## src/rtl/parking_gate_controller.sv

```systemverilog
// rtl/parking_gate_controller.sv - single-lane parking barrier controller with occupancy count
//
// Purpose:
//   Arbitrates one shared barrier between entry and exit requests, keeps a
//   saturating vehicle count and enforces a settle time after every pass.
//   All outputs are registered.
//
// Optional feature:
//   PARKING_GATE_TIMEOUT_EN - when defined, an open gate that sees no
//   matching pass for GATE_TIMEOUT cycles closes and pulses timeout.
//   When undefined, no timeout counter exists and timeout is tied 0.
//
// Ports:
//   clk           system clock, all logic on posedge
//   reset         asynchronous active-high reset
//   entry_sensor  entry vehicle present (entry request level)
//   exit_sensor   exit vehicle present (exit request level)
//   entry_passed  one-cycle pulse, vehicle cleared the entry sensor
//   exit_passed   one-cycle pulse, vehicle cleared the exit sensor
//   gate_open     barrier open command
//   gate_dir      0 = entry granted, 1 = exit granted (valid while gate_open)
//   occupancy     current vehicle count
//   full          occupancy == CAPACITY
//   empty         occupancy == 0
//   entry_denied  one-cycle pulse, entry refused because the lot is full
//   timeout       one-cycle pulse, open gate closed without a pass

module parking_gate_controller #(
  parameter int CAPACITY     = 8'd20,
  parameter int OCC_W        = 8,
  parameter int CLOSE_DELAY  = 4,
  parameter int GATE_TIMEOUT = 32
) (
  input  logic             clk,
  input  logic             reset,
  input  logic             entry_sensor,
  input  logic             exit_sensor,
  input  logic             entry_passed,
  input  logic             exit_passed,
  output logic             gate_open,
  output logic             gate_dir,
  output logic [OCC_W-1:0] occupancy,
  output logic             full,
  output logic             empty,
  output logic             entry_denied,
  output logic             timeout
);

  localparam logic [OCC_W-1:0] CAP = OCC_W'(CAPACITY);
  localparam int               CW  = $clog2(CLOSE_DELAY + 1);

  typedef enum logic [1:0] {
    IDLE       = 2'd0,
    ENTRY_OPEN = 2'd1,
    EXIT_OPEN  = 2'd2,
    CLOSING    = 2'd3
  } state_t;

  state_t           state, state_next;
  logic [CW-1:0]    close_cnt, close_cnt_next;
  logic             last_served, last_served_next;  // 1 = exit was served last
  logic             denied_done, denied_done_next;  // denial already reported for this request
  logic             entry_ok, exit_ok, pick_exit, deny;
  logic             expire;

  logic             gate_open_d, gate_dir_d, full_d, empty_d, denied_d;
  logic [OCC_W-1:0] occ_next;

  assign entry_ok = entry_sensor && !full;
  assign exit_ok  = exit_sensor && !empty;
  // Exit wins when it is the only eligible side, or when both are eligible
  // and entry was the side served last.
  assign pick_exit = exit_ok && (!entry_ok || !last_served);
  // One denial per high period of entry_sensor, reported in IDLE only.
  assign deny = (state == IDLE) && entry_sensor && full && !denied_done;
  assign denied_done_next = entry_sensor && (denied_done || deny);

`ifdef PARKING_GATE_TIMEOUT_EN
  localparam int TW = $clog2(GATE_TIMEOUT + 1);
  logic [TW-1:0] to_cnt;
  logic          timeout_d;

  assign expire = (to_cnt == TW'(GATE_TIMEOUT - 1));
  // A matching pass in the expiry cycle wins, so no pulse in that case.
  assign timeout_d = expire &&
                     (((state == ENTRY_OPEN) && !entry_passed) ||
                      ((state == EXIT_OPEN) && !exit_passed));

  always_ff @(posedge clk or posedge reset) begin
    if (reset) begin
      to_cnt  <= '0;
      timeout <= 1'b0;
    end else begin
      timeout <= timeout_d;
      if ((state == ENTRY_OPEN) || (state == EXIT_OPEN)) begin
        to_cnt <= to_cnt + TW'(1);
      end else begin
        to_cnt <= '0;
      end
    end
  end
`else
  logic unused_gate_timeout;
  assign unused_gate_timeout = (GATE_TIMEOUT > 0);
  assign expire  = 1'b0;
  assign timeout = 1'b0;
`endif

  // State register
  always_ff @(posedge clk or posedge reset) begin
    if (reset) begin
      state       <= IDLE;
      close_cnt   <= '0;
      last_served <= 1'b0;
      denied_done <= 1'b0;
    end else begin
      state       <= state_next;
      close_cnt   <= close_cnt_next;
      last_served <= last_served_next;
      denied_done <= denied_done_next;
    end
  end

  // Next-state logic
  always_comb begin
    state_next       = state;
    close_cnt_next   = close_cnt;
    last_served_next = last_served;
    case (state)
      IDLE: begin
        if (pick_exit) begin
          state_next       = EXIT_OPEN;
          last_served_next = 1'b1;
        end else if (entry_ok) begin
          state_next       = ENTRY_OPEN;
          last_served_next = 1'b0;
        end
      end
      ENTRY_OPEN: begin
        if (entry_passed || expire) begin
          state_next     = CLOSING;
          close_cnt_next = '0;
        end
      end
      EXIT_OPEN: begin
        if (exit_passed || expire) begin
          state_next     = CLOSING;
          close_cnt_next = '0;
        end
      end
      default: begin
        if (close_cnt == CW'(CLOSE_DELAY - 1)) begin
          state_next = IDLE;
        end else begin
          close_cnt_next = close_cnt + CW'(1);
        end
      end
    endcase
  end

  // Output logic: next values of the registered outputs
  always_comb begin
    occ_next = occupancy;
    if ((state == ENTRY_OPEN) && entry_passed && (occupancy != CAP)) begin
      occ_next = occupancy + OCC_W'(1);
    end else if ((state == EXIT_OPEN) && exit_passed && (occupancy != '0)) begin
      occ_next = occupancy - OCC_W'(1);
    end
    gate_open_d = (state_next == ENTRY_OPEN) || (state_next == EXIT_OPEN);
    gate_dir_d  = (state_next == EXIT_OPEN);
    full_d      = (occ_next == CAP);
    empty_d     = (occ_next == '0);
    denied_d    = deny;
  end

  always_ff @(posedge clk or posedge reset) begin
    if (reset) begin
      gate_open    <= 1'b0;
      gate_dir     <= 1'b0;
      occupancy    <= '0;
      full         <= 1'b0;
      empty        <= 1'b1;
      entry_denied <= 1'b0;
    end else begin
      gate_open    <= gate_open_d;
      gate_dir     <= gate_dir_d;
      occupancy    <= occ_next;
      full         <= full_d;
      empty        <= empty_d;
      entry_denied <= denied_d;
    end
  end

endmodule

```

## config.mk

```make
export PLATFORM = sky130hd
export DESIGN_NAME = parking_gate_controller
export DESIGN_NICKNAME = d
export VERILOG_FILES = /design/src/rtl/parking_gate_controller.sv
export SDC_FILE = /design/constraint.sdc
export NUM_CORES = 1
export LEC_CHECK = 0
export BUFFER_PORTS_ARGS = -buffer_cell sky130_fd_sc_hd__buf_2
export CAP_MARGIN = 15
export CORE_UTILIZATION = 60
export CTS_BUF_LIST = sky130_fd_sc_hd__clkbuf_16
export CTS_CLUSTER_SIZE = 8
export DETAILED_ROUTE_END_ITERATION = 7
export HOLD_SLACK_MARGIN = 0.03
export PLACE_DENSITY = 0.92
export SYNTH_ARGS = -nofsm -noshare
export SYNTH_HDL_FRONTEND = slang
export SYNTH_SLANG_ARGS = --single-unit
```

## constraint.sdc

```tcl
create_clock -name clk -period 6.37 [get_ports clk]
set_clock_uncertainty 0.1 [all_clocks]
set_input_delay 1.274 -clock clk [delete_from_list [all_inputs] [get_ports clk]]
set_output_delay 1.274 -clock clk [all_outputs]
set_load 0.01 [all_outputs]
```

==> results of run 1 <==
==> power groups by stage <==
stage / logic (uW) / registers (uW) / clock network, uW
2_1_floorplan: 266 / 254 / 0
3_3_place_gp: 344 / 260 / 0
3_5_place_dp: 368 / 263 / 0
4_1_cts: 373 / 263 / 131
5_1_grt: 417 / 275 / 136
6_report: 372 / 265 / 128
==> per-layer routing <==
layer,GRT usage [%],up-vias,wire length (um)
li1,-,522,-
met1,31.9,506,1140
met2,43.2,41,1400
met3,4.81,10,159
met4,14.4,0,68
met5,0,-,0
==> final timing paths <==
check | from | to | cells after the start
min in group asynchronous | reset | entry_denied | 2
min | denied_done | denied_done | 2
max | entry_passed | full | 7
max in group asynchronous | reset | occupancy[0] | 2
min reg2reg | denied_done | denied_done | 2
max reg2reg | occupancy[0] | empty | 8
==> metrics by stage <==
stage / cell area, um2 / hold slack [ns] / total power, uW
after CTS: 1470 / 0.438 / 766
after global placement: 1390 / 0.366 / 604
final: 1470 / 0.437 / 765
after detailed placement: 1390 / 0.425 / 631
after floorplan: 1280 / 0.350 / 520
after global routing: 1470 / 0.456 / 827
==> registers in the layout (all words and copies together) (netlist names) <==
name	count
state	2
occupancy	8
denied_done	1
entry_denied	1
last_served	1
full	1
close_cnt	3
gate_dir	1
gate_open	1
empty	1
==> placed cells by master (no fill, tap or decap), drive strengths merged, types with 2 or more instances in the layout <==
master | netlist | layout
dfrtp | 19 | 19
buf | 2 | 18
inv | 17 | 17
ha | 11 | 11
nand2 | 8 | 8
a21oi | 8 | 8
nor3 | 8 | 8
o21ai | 7 | 7
nor2 | 6 | 6
nand3 | 5 | 5
nor2b | 4 | 4
xnor2 | 4 | 4
a31oi | 3 | 3
nor4 | 3 | 3
clkbuf | 1 | 3
a311oi | 2 | 2
or4 | 2 | 2
or3 | 2 | 2
a2111oi | 2 | 2
a211o | 2 | 2
mux2 | 2 | 2
==> kinds of logic (layout without fill, tap and decap cells) <==
| kind of cell | Yosys count | count (layout) | share of synthesized area [%] |
|---|---|---|---|
| mux | 2 | 2 | 2.05 |
| simple gates | 46 | 46 | 20.6 |
| other cells | 1 | 1 | 0.293 |
| fa+ha+maj | 11 | 11 | 10.7 |
| xor+xnor | 5 | 5 | 3.42 |
| buf+inv | 20 | 39 | 6.25 |
| flops | 20 | 20 | 39.2 |
| compound gates | 31 | 31 | 17.5 |
==> worst max-delay path, delay by kind of cell <==
| family | cells | cell delay (ns) |
|---|---|---|
| AOI/OAI and AO/OA | 1 | 0.34 |
| and+or+nand+nor | 4 | 1.45 |
| xor gates and xnor gates | 1 | 0.12 |
| buffers and inverters | 1 | 0.12 |
==> area by class of cell <==
cell class                 count  area (um2)
fill                         141         514
inverter                      17        63.8
tap                           27        33.8
sequential                    20         502
timing repair buffer          18        90.1
multi-input combinational     96         699
clock inverter                 1        3.75
clock buffer                   3        75.1
==> results.cfg, run 1 <==
[sta]
period_minus_slack_ns = 3.28
tns_ns = 0
fmax_mhz = 305
final_hold_viol_count = 0
period_share_pct = 51.5
slew_violations = 0
setup_violations = 0
maxSlewHeadroom_pct = 50.9
rsz0062_at_grt = false
worstMarginPinSlew_ns = 0.735
fin_ws_ns = 3.09

[worst_setup_path]
critical_path_class = in -> reg
cp-start-kind = primary input
cp_cell_sequence = buf_2 > and2_1 > or4_1 > o32ai_1 > xor2_1 > or3_1 > nor4_1
cp.required_ns = 6.40
reg2reg_slack_ns = 3.34
arrival_ns = 3.31
crit_fanout = 5
cp_slowest_cell = or4_1
slowest_delay_ns = 0.56
endpoint_kind = flop

[yosys]
yosysWarnings = 0
netlist_top_cells_area = dfrtp_1, ha_1, inv_1
synth_nets = 153
synthCells = 136
synth-edff-count = 0
avgSynthCellArea_um2 = 9.42
synth.ff_latch_count = 20
yosys-top-cells-count = dfrtp_1, inv_1, ha_1
synth_top_flop_cell = dfrtp_1
async_flop_share_pct = 100
synth_seq_area_share_pct = 39.2
synthesis.area_um2 = 1280
yosys.area.top_type = dfrtp_1
synth.distinct_cells = 41
synthMostInstantiatedCell = dfrtp_1
yosys.area.top_type_share_pct = 37.1

[pwr]
netSwitchingFraction_pct = 44.7
seq_power_share_pct = 34.6
power_density_nw_per_um2 = 521
clkPwrFrac_pct = 16.8
p_sw_uw = 342
p_int_uw = 423
p_leak_uw = 0.000689
peakVddDrop_v = 0.000344
combPwrFrac_pct = 48.6

[floorplanning]
initial_utilization_pct = 64.6
row_count = 16
dieArea_um2 = 2320
pin_count = 20
core_area_um2 = 1980
die_y_um = 48.2
die_w_um = 48.2

[grt]
grtUsageTotal_pct = 26.1
grt_antenna_before_repair = 0
grt_pass1_vias = 939
gr-total-overflow = 0
grt_max_degree = 21
grt_pass1_wl_um = 4060

[layout]
syn_to_final_growth_pct = 14.6
nets = 173
final_cells = 182
fin_util_pct = 74.1
drive_above_1_share_pct = 17.4
diodes = 0

[route]
first_iter_violations = 25
routed_wl_um = 2770
detail_route.wl_per_cell_um = 15.2
firstDrtPassIters = 4
vias = 1079
via_per_inst = 5.93
final_antenna_net_count = 0
drc = 0

[clock_tree]
cts_inserted_buffers = 3
root_buffer = clkbuf_16
cts.sinks = 20
htreeDepth = 1
ctsHoldBuffers = 0
clk_latency_ns = 0.25
cts_buffer_depth = 2
clkTransAtPathRegs_ns = 0.05
cts_tree = built
post_cts_resize_count = 0
post_cts_buffers = 0

[placement]
port_buffers = 18
dp_cells = 178
place.gp.congestion = 0.845
hpwlAfterDp_um = 2020
post-place-ws_ns = 2.85

[min_path]
hold_class = reg -> reg

[flow_run]
drv_cap = 0

[outcome]
status = completed
Power figures use the tool's default switching activity.
==> run 2: changes to the inputs <==
ABC_AREA = 1   (was not set)
CORE_UTILIZATION = 51   (was 60)
PLACE_DENSITY = 0.83   (was 0.92)
clock period = 2.7 ns   (was 6.37 ns; I/O delays follow)
==> run 2 against run 1 <==
  * Synthesized cell count grew 43%
  * Via count grew 18%
  * Critical path depth grew 7
  * First-iteration DRC count grew 72%
  * Global-route usage shrank 3.0 points
  * Final cell count grew 33%
==> results.cfg, run 2 <==
[outcome]
status = completed

[grt]
grt_pass1_wl_um = 4930
gr-total-overflow = 0
grt_max_degree = 21
top_usage_layer = met2
grt_pass1_vias = 1162
global_route.usage.met1_pct = 33.5
met2_usage_pct = 36.1
grtUsageTotal_pct = 23.2
grt_antenna_before_repair = 0
grt_use_met3_pct = 2.22

[yosys]
synth.distinct_cells = 26
yosys-top-cells-count = nand2_1, inv_1, dfrtp_1
synth_nets = 212
yosys.area.top_type = dfrtp_1
netlist_top_cells_area = dfrtp_1, nand2_1, ha_1
synth.ff_latch_count = 20
synth-edff-count = 0
async_flop_share_pct = 100
synthCells = 195
synthesis.area_um2 = 1420
yosysWarnings = 0
synth_seq_area_share_pct = 35.4
yosys.area.top_type_share_pct = 33.6
avgSynthCellArea_um2 = 7.26
synthMostInstantiatedCell = nand2_1
synth_top_flop_cell = dfrtp_1

[min_path]
hold_class = in -> async

[worst_setup_path]
worstRegToRegCells = 14
crit_fanout = 12
cp.required_ns = 2.78
arrival_ns = 2.28
endpoint_kind = flop
critical_path_class = reg -> reg
cp-start-kind = flop

[pwr]
p_leak_uw = 0.000900
p_total_uw = 1900
clkPwrFrac_pct = 15.5
peakVddDrop_v = 0.000719
power_density_nw_per_um2 = 1200
netSwitchingFraction_pct = 47.5
p_sw_uw = 902
p_int_uw = 996
combPwrFrac_pct = 53.1
seq_power_share_pct = 31.4

[sta]
setup_violations = 0
slew_violations = 0
rsz0062_at_grt = false
worstMarginPinSlew_ns = 0.713
period_share_pct = 81.5
maxSlewHeadroom_pct = 52.4
period_minus_slack_ns = 2.20
fmax_mhz = 454
final_hold_viol_count = 0
tns_ns = 0

[placement]
port_buffers = 18
hpwlAfterDp_um = 2250
place.gp.congestion = 0.868

[route]
drc = 0
detail_route.wl_per_cell_um = 12.2
routed_wl_um = 2950
vias = 1273
via_per_inst = 5.26
firstDrtPassIters = 4
first_iter_violations = 43
final_antenna_net_count = 0

[layout]
diodes = 0
final_common_cell = nand2_1
syn_to_final_growth_pct = 11.3
nets = 230
final_cell_mix = nand2_1, inv_1, dfrtp_1
nFillCells = 241
regMostFlops = occupancy
largest_reg_flops = 8
reg.largest.list = occupancy x8, close_cnt x3, state x2
drive_above_1_share_pct = 18.9

[floorplanning]
core_area_um2 = 2540
pin_count = 20
dieArea_um2 = 2990
die_w_um = 54.7
initial_utilization_pct = 55.7
row_count = 18
die_y_um = 54.7

[clock_tree]
root_buffer = clkbuf_16
post_cts_resize_count = 0
post_cts_buffers = 0
htreeDepth = 1
ctsHoldBuffers = 0
clkTransAtPathRegs_ns = 0.05
cts_buffer_depth = 2
cts.sinks = 20
clk_latency_ns = 0.25
cts_tree = built
cts_inserted_buffers = 3

[flow_run]
drv_cap = 0
run 2: path summary, 6_finish.rpt:
path	slack (ns)	end	start
max in group asynchronous	1.75	occupancy[4]	reset
max reg2reg	0.50	empty	occupancy[0]
min reg2reg	0.33	entry_denied	denied_done
min in group clk	0.33	entry_denied	denied_done
min	0.30	close_cnt[2]	reset
max	0.50	empty	occupancy[0]
run 2: area by class of cell:
type | instances | area (um2) | share of cell area, %
multi-input cells | 139 | 752 | 47.7
repair buffers | 18 | 90.1 | 5.71
flip-flops and latches | 20 | 502 | 31.8
well taps | 30 | 37.5 | 2.38
clock buffers | 3 | 75.1 | 4.76
inverters | 31 | 116 | 7.38
clock inverters | 1 | 3.75 | 0.238
run 2: power groups by stage:
| stage | clock network [uW] | logic (uW) | registers, uW |
|---|---|---|---|
| 2_1_floorplan | 0 | 780 | 563 |
| 3_3_place_gp | 0 | 963 | 590 |
| 3_5_place_dp | 0 | 991 | 595 |
| 4_1_cts | 302 | 1010 | 591 |
| 5_1_grt | 314 | 1160 | 616 |
| 6_report | 294 | 1010 | 596 |
run 2: logic make-up after synthesis:
logic type                 count (synthesis)  share of synthesized area, %
buffers and inverters                     36                          11.5
other                                      1                         0.265
and+or+nand+nor                          108                          34.9
adders and majority gates                 11                          9.72
AOI/OAI and AO/OA                         16                          6.36
xor gates and xnor gates                   3                          1.86
DFF                                       20                          35.4
run 2: layer usage:
metal  wire length (um)  share of wire (%)
met1               1390                 47
met2               1400                 48
met3                139                4.7
met4                 13               0.44
met5                  0                  0
run 2: metrics by stage:
| stage | util [%] | area [um2] | hold WS, ns | cells | worst slack [ns] |
|---|---|---|---|---|---|
| finish | 61.9 | 1580 | 0.300 | 242 | 0.499 |
| global route | 61.9 | 1580 | 0.364 | 242 | 0.251 |
| CTS | 61.9 | 1580 | 0.325 | 242 | 0.505 |
| detailed placement | 58.8 | 1500 | 0.316 | 238 | 0.499 |
| global placement | 58.8 | 1500 | 0.309 | 238 | 0.529 |
| floorplan | - | 1420 | 0.303 | 195 | 0.835 |
run 2: worst max-delay path, cell delays in order, from the launching register on:
cell and delay (ns):
dfrtp_1 0.43, inv_1 0.19, ha_1 0.25, nand2_1 0.08, nor2_2 0.10, nand3_2 0.10
nand2_2 0.21, inv_1 0.12, nand2_1 0.10, nand2_1 0.06, nand2_1 0.07, nand2_1 0.09
nor2_2 0.11, nand2_1 0.06, nor2_1 0.10
==> run 3: changes to the inputs <==
clock period = 1.8 ns   (was 2.7 ns; I/O delays follow)
==> run 3 against run 2 <==
  * The flow now finishes with violations (setup timing)
  * Clock-buffer cell count is the same
  * Highest routed layer unchanged
  * First-iteration DRC count rose by 110%
  * Register-to-register slack worse by 0.64 ns
  * Critical endpoint is now gate_open
  * Fmax rose by 13%
  * Routed wire length increased by 83%
  * Sequential cell count unchanged
  * Global-route usage grew 9.4 points
  * Largest power group unchanged
==> results.cfg, run 3 (same netlist as run 2, synthesis figures left out) <==
[clock_tree]
cts_inserted_buffers = 3
htreeDepth = 1
cts_tree = built
clkTransAtPathRegs_ns = 0.06
clk_latency_ns = 0.26
cts.sinks = 20
root_buffer = clkbuf_16
cts_buffer_depth = 2

[sta]
final_hold_viol_count = 0
fmax_mhz = 515
period_minus_slack_ns = 1.94
rsz0062_at_grt = true
fin_ws_ns = -0.140
slew_violations = 0
period_share_pct = 108
setup_violations = 5
holdWs_ns = 0.288
tns_ns = -0.391

[worst_setup_path]
cp.required_ns = 1.90
timing.rr.end = gate_open
reg2reg_slack_ns = -0.14
worstRegToRegCells = 9
r2r-start = state[1]
arrival_ns = 2.04
endpoint_kind = flop
setup.worst_path.start = state[1]
crit_fanout = 5
cp-start-kind = flop
critical_path_class = reg -> reg

[placement]
port_buffers = 18
hpwlAfterDp_um = 2640
place.gp.congestion = 0.893
dp_cells = 267

[route]
vias = 1641
firstDrtPassIters = 5
final_antenna_net_count = 0
via_per_inst = 5.82
routed_wl_um = 5410
first_iter_violations = 90
drc = 0
detail_route.wl_per_cell_um = 19.2

[layout]
reg.largest.list = occupancy x8, close_cnt x3, state x2
syn_to_final_growth_pct = 49.3
final_common_cell = nand2_1
regMostFlops = occupancy
final_cells = 282
final_cell_mix = nand2_1, buf_4, inv_1
nets = 270
diodes = 0
largest_reg_flops = 8
drive_above_1_share_pct = 48.8

[grt]
grtUsageTotal_pct = 32.6
grt_pass1_wl_um = 6620
grt_antenna_before_repair = 0
gr-total-overflow = 0
grt_pass1_vias = 1399
grt_max_degree = 21

[outcome]
status = finished, violations left
violations = setup timing

[min_path]
hold_class = in -> reg
min_to = denied_done
holdPathStages = 3
min_from = entry_sensor

[floorplanning]
die_w_um = 54.7
dieArea_um2 = 2990
die_y_um = 54.7
pin_count = 20
row_count = 18
core_area_um2 = 2540
initial_utilization_pct = 55.7

[pwr]
peakVddDrop_v = 0.00185
p_leak_uw = 0.00112
power_density_nw_per_um2 = 2190
p_total_uw = 4630

[flow_run]
drv_cap = 0
==> run 3: changes by cell type in the layout (fill, tap and decap cells not counted), sizes merged <==
cell and delta:
bufinv +1, buf +39, dlygate4sd3 +1, clkinv -1
==> run 3: cell type report <==
| class | instances | area, um2 |
|---|---|---|
| clock buffers | 3 | 75.1 |
| clock inverters | 1 | 30.0 |
| repair buffers | 58 | 400 |
| flip-flops and latches | 20 | 508 |
| well taps | 30 | 37.5 |
| inverters | 31 | 116 |
| multi-input cells | 139 | 947 |
| fillers | 133 | 430 |
==> run 3: what timing repair did <==
item                       CTS  global route
cloned                       0             0
gates resized for setup     34            28
hold endpoints to repair    14             0
hold buffers                 1             0
buffers inserted             5             5
pin swaps                    7            16
setup endpoints to repair   10            10
==> run 3: critical path, cell delays in order (launching register included) <==
cell      delay, ns
dfrtp_2        0.45
inv_2          0.10
buf_4          0.13
ha_4           0.15
inv_1          0.06
o211ai_1       0.16
nand2_1        0.12
a31oi_4        0.29
ha_4           0.25
inv_1          0.06
==> run 3: where the power goes <==
| group | switching (uW) | internal [uW] | total [uW] |
|---|---|---|---|
| Combinational | 1740 | 1400 | 3140 |
| Clock | 185 | 442 | 627 |
| Sequential | 209 | 653 | 862 |
| Total | 2140 | 2490 | 4630 |
==> run 3: worst max path at each step <==
stage                   endpoint  slack (ns)  cells past startpoint
floorplan                  empty       0.008                     13
global placement       gate_open       -0.24                      9
detailed placement  close_cnt[0]       -0.19                     10
CTS                    gate_open       -0.02                      9
global route                full       -0.18                     14
finish                 gate_open       -0.14                      9
==> run 3: stage by stage <==
step	instance area (um2)	setup slack (ns)	utilization, %
after floorplan	1420	0.00797	-
after global placement	1720	-0.241	67.5
after detailed placement	1720	-0.192	67.5
after CTS	1970	-0.0202	77.2
after global routing	2110	-0.181	83.1
final	2110	-0.140	83.1
==> run 3: metal layers <==
layer / vias to the layer above / GRT usage, % / wire (um)
li1: 728 / - / -
met5: - / 0 / 0
met3: 35 / 4.72 / 468
met2: 117 / 54.4 / 2570
met1: 761 / 41.3 / 2060
met4: 0 / 14.1 / 307
